`src/rtl/lcd_pkg.sv`:
```
// Shared types and constants for the LCD frame streamer.
// Beat encoding, sequencer states and the HD44780-style command bytes.
package lcd_pkg;

    localparam int         LCD_DEPTH      = 32;
    localparam int         LCD_ADDR_W     = 5;
    localparam logic [7:0] LCD_CMD_LINE0  = 8'h80;
    localparam logic [7:0] LCD_CMD_LINE1  = 8'hC0;
    localparam logic [7:0] LCD_CHAR_SPACE = 8'h20;

    typedef struct packed {
        logic       rs;
        logic [7:0] data;
    } lcd_beat_t;

    typedef enum logic [2:0] {
        IDLE,
        ADDR0,
        LINE0,
        ADDR1,
        LINE1
    } lcd_stream_state_t;

endpackage

```
`src/rtl/lcd_frame_ram.sv`:
```
// 32x8 character frame buffer: async reset to spaces, one write port,
// one combinational read port (a same-cycle write is seen only after the edge).
module lcd_frame_ram
    import lcd_pkg::*;
(
    input  logic                  clk,
    input  logic                  rst,
    input  logic                  wr_en,
    input  logic [LCD_ADDR_W-1:0] wr_addr,
    input  logic [7:0]            wr_data,
    input  logic [LCD_ADDR_W-1:0] rd_addr,
    output logic [7:0]            rd_data
);

    logic [7:0] mem [LCD_DEPTH];

    always_ff @(posedge clk or negedge rst) begin
        if (!rst) begin
            for (int i = 0; i < LCD_DEPTH; i++) begin
                mem[i] <= LCD_CHAR_SPACE;
            end
        end else if (wr_en) begin
            mem[wr_addr] <= wr_data;
        end
    end

    assign rd_data = mem[rd_addr];

endmodule

```
`src/rtl/lcd_frame_streamer.sv`:
```
// Streams a 2x16 character frame to the LCD controller as {rs, byte} beats.
// Build option LCD_AUTO_REFRESH_EN: every buffer write also requests a refresh.
module lcd_frame_streamer
    import lcd_pkg::*;
#(
    parameter int         CHARS_PER_LINE = 16,
    parameter logic [7:0] LINE0_ADDR     = LCD_CMD_LINE0,
    parameter logic [7:0] LINE1_ADDR     = LCD_CMD_LINE1
)(
    input  logic       clk,
    input  logic       rst,
    input  logic       wr_en,
    input  logic [4:0] wr_addr,
    input  logic [7:0] wr_char,
    input  logic       refresh,
    output logic       out_valid,
    input  logic       out_ready,
    output logic       out_rs,
    output logic [7:0] out_data,
    output logic       busy,
    output logic       frame_done
);

    localparam int               IDX_W    = $clog2(CHARS_PER_LINE);
    localparam logic [IDX_W-1:0] IDX_LAST = IDX_W'(CHARS_PER_LINE - 1);

    lcd_stream_state_t state, state_nxt;
    logic [IDX_W-1:0]  idx, idx_nxt;
    lcd_beat_t         beat, beat_nxt;
    logic              pending, pending_nxt;
    logic              done_nxt;
    logic              req;
    logic              accept;
    logic              rd_line;
    logic [IDX_W-1:0]  rd_col;
    logic [7:0]        rd_data;

`ifdef LCD_AUTO_REFRESH_EN
    assign req = refresh | wr_en;
`else
    assign req = refresh;
`endif

    assign out_valid = (state != IDLE);
    assign busy      = out_valid;
    assign accept    = out_valid && out_ready;
    assign out_rs    = beat.rs;
    assign out_data  = beat.data;

    // Read address is the character that follows the beat currently presented.
    assign rd_line = (state == ADDR1) || (state == LINE1);
    assign rd_col  = ((state == LINE0) || (state == LINE1)) ? idx + IDX_W'(1) : '0;

    lcd_frame_ram u_ram (
        .clk     (clk),
        .rst     (rst),
        .wr_en   (wr_en),
        .wr_addr (wr_addr),
        .wr_data (wr_char),
        .rd_addr ({rd_line, rd_col}),
        .rd_data (rd_data)
    );

    always_ff @(posedge clk or negedge rst) begin
        if (!rst) begin
            state      <= IDLE;
            idx        <= '0;
            beat       <= '0;
            pending    <= 1'b0;
            frame_done <= 1'b0;
        end else begin
            state      <= state_nxt;
            idx        <= idx_nxt;
            beat       <= beat_nxt;
            pending    <= pending_nxt;
            frame_done <= done_nxt;
        end
    end

    always_comb begin
        state_nxt   = state;
        idx_nxt     = idx;
        beat_nxt    = beat;
        pending_nxt = pending | (req && busy);
        done_nxt    = 1'b0;
        case (state)
            IDLE: begin
                if (req || pending) begin
                    state_nxt   = ADDR0;
                    beat_nxt    = '{rs: 1'b0, data: LINE0_ADDR};
                    pending_nxt = 1'b0;
                end
            end
            ADDR0: begin
                if (accept) begin
                    state_nxt = LINE0;
                    idx_nxt   = '0;
                    beat_nxt  = '{rs: 1'b1, data: rd_data};
                end
            end
            LINE0: begin
                if (accept) begin
                    if (idx == IDX_LAST) begin
                        state_nxt = ADDR1;
                        idx_nxt   = '0;
                        beat_nxt  = '{rs: 1'b0, data: LINE1_ADDR};
                    end else begin
                        idx_nxt  = idx + IDX_W'(1);
                        beat_nxt = '{rs: 1'b1, data: rd_data};
                    end
                end
            end
            ADDR1: begin
                if (accept) begin
                    state_nxt = LINE1;
                    idx_nxt   = '0;
                    beat_nxt  = '{rs: 1'b1, data: rd_data};
                end
            end
            LINE1: begin
                if (accept) begin
                    if (idx == IDX_LAST) begin
                        done_nxt = 1'b1;
                        idx_nxt  = '0;
                        // A request seen during this frame restarts without an idle gap.
                        if (pending_nxt) begin
                            state_nxt   = ADDR0;
                            beat_nxt    = '{rs: 1'b0, data: LINE0_ADDR};
                            pending_nxt = 1'b0;
                        end else begin
                            state_nxt = IDLE;
                        end
                    end else begin
                        idx_nxt  = idx + IDX_W'(1);
                        beat_nxt = '{rs: 1'b1, data: rd_data};
                    end
                end
            end
            default: begin
                state_nxt = IDLE;
            end
        endcase
    end

endmodule

```
`config.mk`:
```
export PLATFORM = sky130hd
export DESIGN_NAME = lcd_frame_streamer
export DESIGN_NICKNAME = d
export VERILOG_FILES = /design/src/rtl/lcd_pkg.sv /design/src/rtl/lcd_frame_ram.sv /design/src/rtl/lcd_frame_streamer.sv
export SDC_FILE = /design/constraint.sdc
export NUM_CORES = 1
export LEC_CHECK = 0
export ABC_AREA = 1
export CORE_MARGIN = 3
export CORE_UTILIZATION = 38
export DETAILED_ROUTE_END_ITERATION = 7
export GPL_ROUTABILITY_DRIVEN = 0
export PLACE_DENSITY = 0.49
export SLEW_MARGIN = 0
export SYNTH_ARGS = -nofsm -noshare
export SYNTH_HDL_FRONTEND = slang
export SYNTH_SLANG_ARGS = --single-unit
export TNS_END_PERCENT = 5
```
`constraint.sdc`:
```
create_clock -name clk -period 2.55 [get_ports clk]
set_clock_uncertainty 0.2 [all_clocks]
set_input_delay 0.255 -clock clk [delete_from_list [all_inputs] [get_ports clk]]
set_output_delay 0.255 -clock clk [all_outputs]
set_load 0.1 [all_outputs]
```
### Word level (Yosys, flattened, before mapping)

Index checks and enable logic that the tools add are counted.

* bits in registers: 274
* input bits: 18
* output and inout bits: 12
* word-level logic and storage cells: 110

* add/sub/neg operators: 1
* $lt $le $gt $ge: 3
* equal/unequal tests: 15
* multiplexer cells: 35
* bitwise logic cells: 3
* reduce and logical (&&, ||, !) cells: 15

Operators by type and width (number)
* 256-bit bitwise mux: 1
* 9-bit two-way mux: 7
* 8-bit binary-select mux with 5-bit select: 1
* 8-bit demux with 5-bit select: 1
* 9-bit one-hot mux with 4 select lines: 1
* 8-bit two-way mux: 3
* 3-bit two-way mux: 7
* 4-bit two-way mux: 4
* 3-bit one-hot mux with 5 select lines: 1
* 6-bit >= comparator (second input constant): 2
* 5-bit inverter with 6-bit output: 2
* 2-bit inequality test (second input constant): 5
* 2-bit by 1-bit inequality test with 1-bit output (second input constant): 4
* 4-bit one-hot mux with 2 select lines: 1
* 1-bit two-way mux: 7
* 7-bit AND reduction: 1
* 3-bit by 2-bit == test with 1-bit output (second input constant): 2
* 6-bit by 1-bit < comparator with 1-bit output (second input constant): 1
* 6-bit AND reduction: 1
* 4-bit by 1-bit adder with 4-bit output (second input constant): 1
* 4-bit == test (second input constant): 1
* 4-bit nonzero test: 1
* 2-bit OR reduction: 2
* 3-bit by 1-bit == test with 1-bit output (second input constant): 1
* 10 further kinds: 14

### Longest topological paths before layout

* depth in word-level cells: 10
* depth in mapped cells: 15
* mapped depth without buffers: 15

### Cells and area by module

A second synthesis with hierarchy kept.

* cell total of the unflattened synthesis: 1636
* area, all modules: 13063.8 um^2

By module, submodules not included
* lcd_frame_ram: instances 1, cells an instance 1491, area each 11936.4 um^2, sequential area each 6446.2 um^2
* lcd_frame_streamer: instances 1, cells an instance 145, area each 1127.3 um^2, sequential area each 450.4 um^2

### Least setup slack after synthesis

OpenSTA, ideal clock, no wires.

* kind: flip-flop to flip-flop
* start: register state[1]
* end: register state[1]
* setup time: 0.125 ns
* data arrival time: 2.147 ns
* data required time: 2.225 ns
* setup slack: 0.078 ns
* cell stages (with the launch flop): 8
* buffers on the path: 0
* period minus slack after synthesis: 2.472 ns
* path through: dfrtp_1 > inv_2 > nand2_2 > nor2_1 > inv_1 > nand2_1 > o211ai_1 > mux2_2

* word-level cells in the longest chain between the ends: 4
* elaborated cells between the ends (all ways): 16
* those cells by class: eq/ne: 11; mux: 1; reduce/logical: 4

RTL lines
* start, declared: RTL line lcd_frame_streamer.sv:27 `lcd_stream_state_t state, state_nxt;`
* start signal, assigned: RTL line lcd_frame_streamer.sv:72 `state <= state_nxt;`
* 3-bit nonzero test (*): RTL line lcd_frame_streamer.sv:44 `assign out_valid = (state != IDLE);`
* named net busy: RTL line lcd_frame_streamer.sv:20 `output logic busy,`
* 1-bit logical AND (*): RTL line lcd_frame_streamer.sv:46 `assign accept = out_valid && out_ready;`
* 2-bit inequality test (no line)
* 7-bit AND reduction (no line) (*)

The timed path passes the listed nets; every way through them passes the cells marked *.
A chain may end at the register's enable or synchronous reset.

### Final worst setup path

* start: register state[1]
* end: register beat (netlist bit out_data[3])

* word-level cells in the longest chain between the ends: 10
* elaborated cells between the ends (all ways): 30
* those cells by class: eq/ne: 9; mux: 10; bitwise: 2; reduce/logical: 9

RTL lines
* 3-bit by 2-bit == test with 1-bit output / 3-bit == test (equally long branches): RTL line lcd_frame_streamer.sv:52, lcd_frame_streamer.sv:86, lcd_frame_streamer.sv:51
* 1-bit logical OR: RTL line lcd_frame_streamer.sv:52 `assign rd_col = ((state == LINE0) || (state == LINE1)) ? idx + IDX_W'(1) : '0;`
* 4-bit two-way mux: RTL line lcd_frame_streamer.sv:52
* 5-bit inverter with 6-bit output (implied by the code): RTL line lcd_frame_ram.sv:27 `assign rd_data = mem[rd_addr];`
* 8-bit binary-select mux with 5-bit select: RTL line lcd_frame_ram.sv:27
* 8-bit two-way mux (implied by the code) (2 in a row): RTL line lcd_frame_ram.sv:27
* 9-bit two-way mux, on equally long branches: RTL line lcd_frame_streamer.sv:122, lcd_frame_streamer.sv:103
* 9-bit two-way mux, on equally long branches: RTL line lcd_frame_streamer.sv:121, lcd_frame_streamer.sv:102
* 9-bit one-hot mux with 4 select lines: RTL line lcd_frame_streamer.sv:86 `case (state)`
* end signal, assigned: RTL line lcd_frame_streamer.sv:74 `beat <= beat_nxt;`
* end, declared: RTL line lcd_frame_streamer.sv:29 `lcd_beat_t beat, beat_nxt;`

Parallel ways exist; a longest one is shown, timed or not. The select of a mux whose other input is x is not followed.

==> impl_metrics.json <==
{
  "slew_headroom": 0.518,
  "p_int_uw": 9770,
  "synth_flop_cell": "dfrtp_1",
  "leakage_uw": 0.00689,
  "hold_class": "in -> reg",
  "rrSetupSlack_ps": 190,
  "synthTopCellsByCount": "nand2_1 (510), nand3_1 (253), dfrtp_1 (242), o21ai_0 (232), clkbuf_1 (55)",
  "chipWidth_um": 189,
  "io_pins": 30,
  "crit_fanout": 14,
  "synth-seq-area-share": 0.540,
  "synth_top_area_share": 0.474,
  "placed_area_um2": 14000,
  "crit_path_max_incr_delay_ps": 440,
  "pwr-share-seq": 0.361,
  "htreeDepth": 1,
  "cp.depth": 13,
  "root_buffer": "clkbuf_16",
  "dpl.hpwl_mm": 26.2,
  "cts_setup_buffers": 0,
  "crit_slowest_cell": "dfrtp_1",
  "r2r_end": "out_data[3]",
  "rsz0062_at_grt": "no",
  "post_drt_wl_per_cell_um": 19.3,
  "setup_violations": 0,
  "crit_required_ps": 2800,
  "r2r_cells": 13,
  "critPathBufInv": 3,
  "synthTopCellsByArea": "dfrtp_1 (47%), nand2_1 (15%), nand3_1 (9.9%)",
  "initial_core_util": 0.389,
  "clk_latency_ps": 570,
  "via_count": 10900,
  "fin_util": 0.457,
  "core_um2": 32900,
  "fmax_mhz": 423,
  "worstSetupPathType": "reg -> reg",
  "cts_tree": "built",
  "numCtsBuffers": 31,
  "p_per_area_nw_per_um2": 1070,
  "nFillCells": 3421,
  "grtUsageTotal": 0.228,
  "start_kind": "flip-flop",
  "cts.clk_slew.worst_paths_ps": 60,
  "p_comb_frac": 0.369,
  "via_per_inst": 5.20,
  "crit_path_cell_trace": "inv_2, nand3_2, nand2_4, nand2_4, inv_2, buf_4, o211ai_1, nand3_1, nand3_1, nand3_1, nand2_1, nand2_1, nand2_1",
  "io_buffers": 29,
  "syn-num-nets": 1599,
  "diodes": 0,
  "drc": 0,
  "drtIter0Drc": 846,
  "antenna_found_initial": 0,
  "critPathTopFamily": "simple AND/OR/NAND/NOR gates",
  "ys_types": 32,
  "grt_first_pass_wirelength_mm": 63.9,
  "post-place-ws_ps": 227,
  "die-area_um2": 35900,
  "hold_violations": 0,
  "num_rows": 66,
  "layout_min_cycle_time_ps": 2360,
  "ys_ff_latch": 274,
  "max_cap_viol_count": 0,
  "fp.dieH_um": 189,
  "cts_sinks": 274,
  "netlist_area_um2": 12800,
  "async_reset_ff_frac": 1.00,
  "power_uw": 16000,
  "fin_area_um2": 15000,
  "overflow": 0,
  "antenna_left": 0,
  "crit_arrival_ps": 2610,
  "crit_start": "state[1]",
  "yosys.area.top_type": "dfrtp_1",
  "synth_edf_count": 0,
  "rr_startpoint": "state[1]",
  "slew_viol_final": 0,
  "status": "complete, no violations",
  "syn2layout_area_growth_pct": 17.5,
  "drive_gt1_frac": 0.128,
  "ir_drop_mv": 0.692,
  "synth_cells": 1580,
  "syn_area_per_cell_um2": 8.09,
  "finalCritPeriodShare": 0.927,
  "critPathCaptureType": "flip-flop",
  "max_slew.worst_pin.slew_ps": 723,
  "synth_warnings": 0,
  "crit_path_end": "out_data[3]",
  "setup_ws_ps": 186,
  "grt_pass1_vias": 10400,
  "nets": 1643,
  "p_sw_uw": 6270,
  "grt_max_degree": 79,
  "pwr-share-clk": 0.270,
  "drtPass1Iterations": 6,
  "switching_share": 0.391,
  "drt-total-wl_mm": 40.3,
  "fin_setup_tns_ps": 0,
  "clock_path_buffers": 3,
  "yosysMostFrequentCell": "nand2_1"
}
worst min-delay path by stage:
| stage | startpoint | end | slack (ps) | cells past startpoint |
|---|---|---|---|---|
| after detailed placement | rst | u_ram.mem[171] | 130 | 1 |
| after floorplan | rst | frame_done | -240 | 0 |
| after CTS | wr_char[5] | u_ram.mem[133] | 40 | 3 |
| after global placement | rst | u_ram.mem[171] | 130 | 1 |
| final | wr_char[5] | u_ram.mem[133] | 60 | 3 |
| after global routing | wr_char[1] | u_ram.mem[129] | 120 | 3 |
stage by stage:
| step | hold slack [ps] | instances |
|---|---|---|
| after floorplan | -241 | 1580 |
| after global placement | 129 | 2032 |
| after detailed placement | 133 | 2032 |
| after CTS | 36.3 | 2089 |
| after global routing | 116 | 2089 |
| final | 59.7 | 2089 |
flip-flops by register name (all words and copies together) (netlist names):
signal / count
frame_done: 1
u_ram.mem: 256
state: 3
out_rs: 1
idx: 4
out_data: 8
pending: 1
worst min-delay path, stage by stage:
cell and delay, ps:
clkdlybuf4s50_1 420, nand2_1 70, o21ai_0 70
cells by family after synthesis:
| kind of cell | after synthesis | synth area share |
|---|---|---|
| DFF | 274 | 0.540 |
| muxes | 1 | 0.000881 |
| adders and majority gates | 1 | 0.000979 |
| and+or+nand+nor | 854 | 0.287 |
| buffers and inverters | 170 | 0.0587 |
| AOI/OAI and AO/OA | 280 | 0.113 |
per-layer routing:
layer  global-route usage  routed length, um  up-vias
li1                     -                  -     5299
met1                0.329              19100     5282
met2                0.358              18200      210
met3               0.0372               1870       67
met4               0.0617               1170        0
met5                    0                  0        -
final cells by class:
cell class / instances / area, um^2 / share of cell area
clock buffers: 48 / 910 / 0.0606
clock inverters: 8 / 65.1 / 0.00433
inverters: 62 / 233 / 0.0155
multi-input cells: 1136 / 5140 / 0.342
flip-flops and latches: 274 / 6900 / 0.459
well taps: 442 / 553 / 0.0368
repair buffers: 119 / 1220 / 0.0812
repair_timing:
action / CTS / global route
hold buffers: 1 / 0
resized for setup: 0 / 1
endpoints found under the setup margin: 0 / 1
endpoints found under the hold margin: 135 / 0
layout by cell type, fill, tap and decap left out, types with 2 or more instances in the layout:
cell type        instances
nand3_2                  2
a21oi_1                 31
nor2_1                  51
o2111ai_1                2
inv_1                   54
inv_2                    8
buf_4                   79
nand2_1                510
nand3_1                253
nand2_4                  2
nor3_2                   4
o211ai_1                 7
nand2_2                  3
clkbuf_1                10
o21ai_1                  2
nand3b_1                 7
dfrtp_1                242
dfstp_2                 32
or2_2                    4
buf_12                  22
o21ai_0                232
nor3_1                  11
o22ai_1                  4
clkbuf_8                 7
clkbuf_16               31
clkinv_2                 7
nor2_2                   4
clkdlybuf4s50_1         16
power by group through the flow:
stage / sequential, uW / combinational (uW) / clock [uW]
finish: 5790 / 5920 / 4340
CTS: 5780 / 5960 / 4430
floorplan: 5970 / 3750 / 0
detailed placement: 5850 / 5950 / 0
global route: 5890 / 6580 / 4610
global placement: 5840 / 5940 / 0
(Power assumes the default switching activity.)
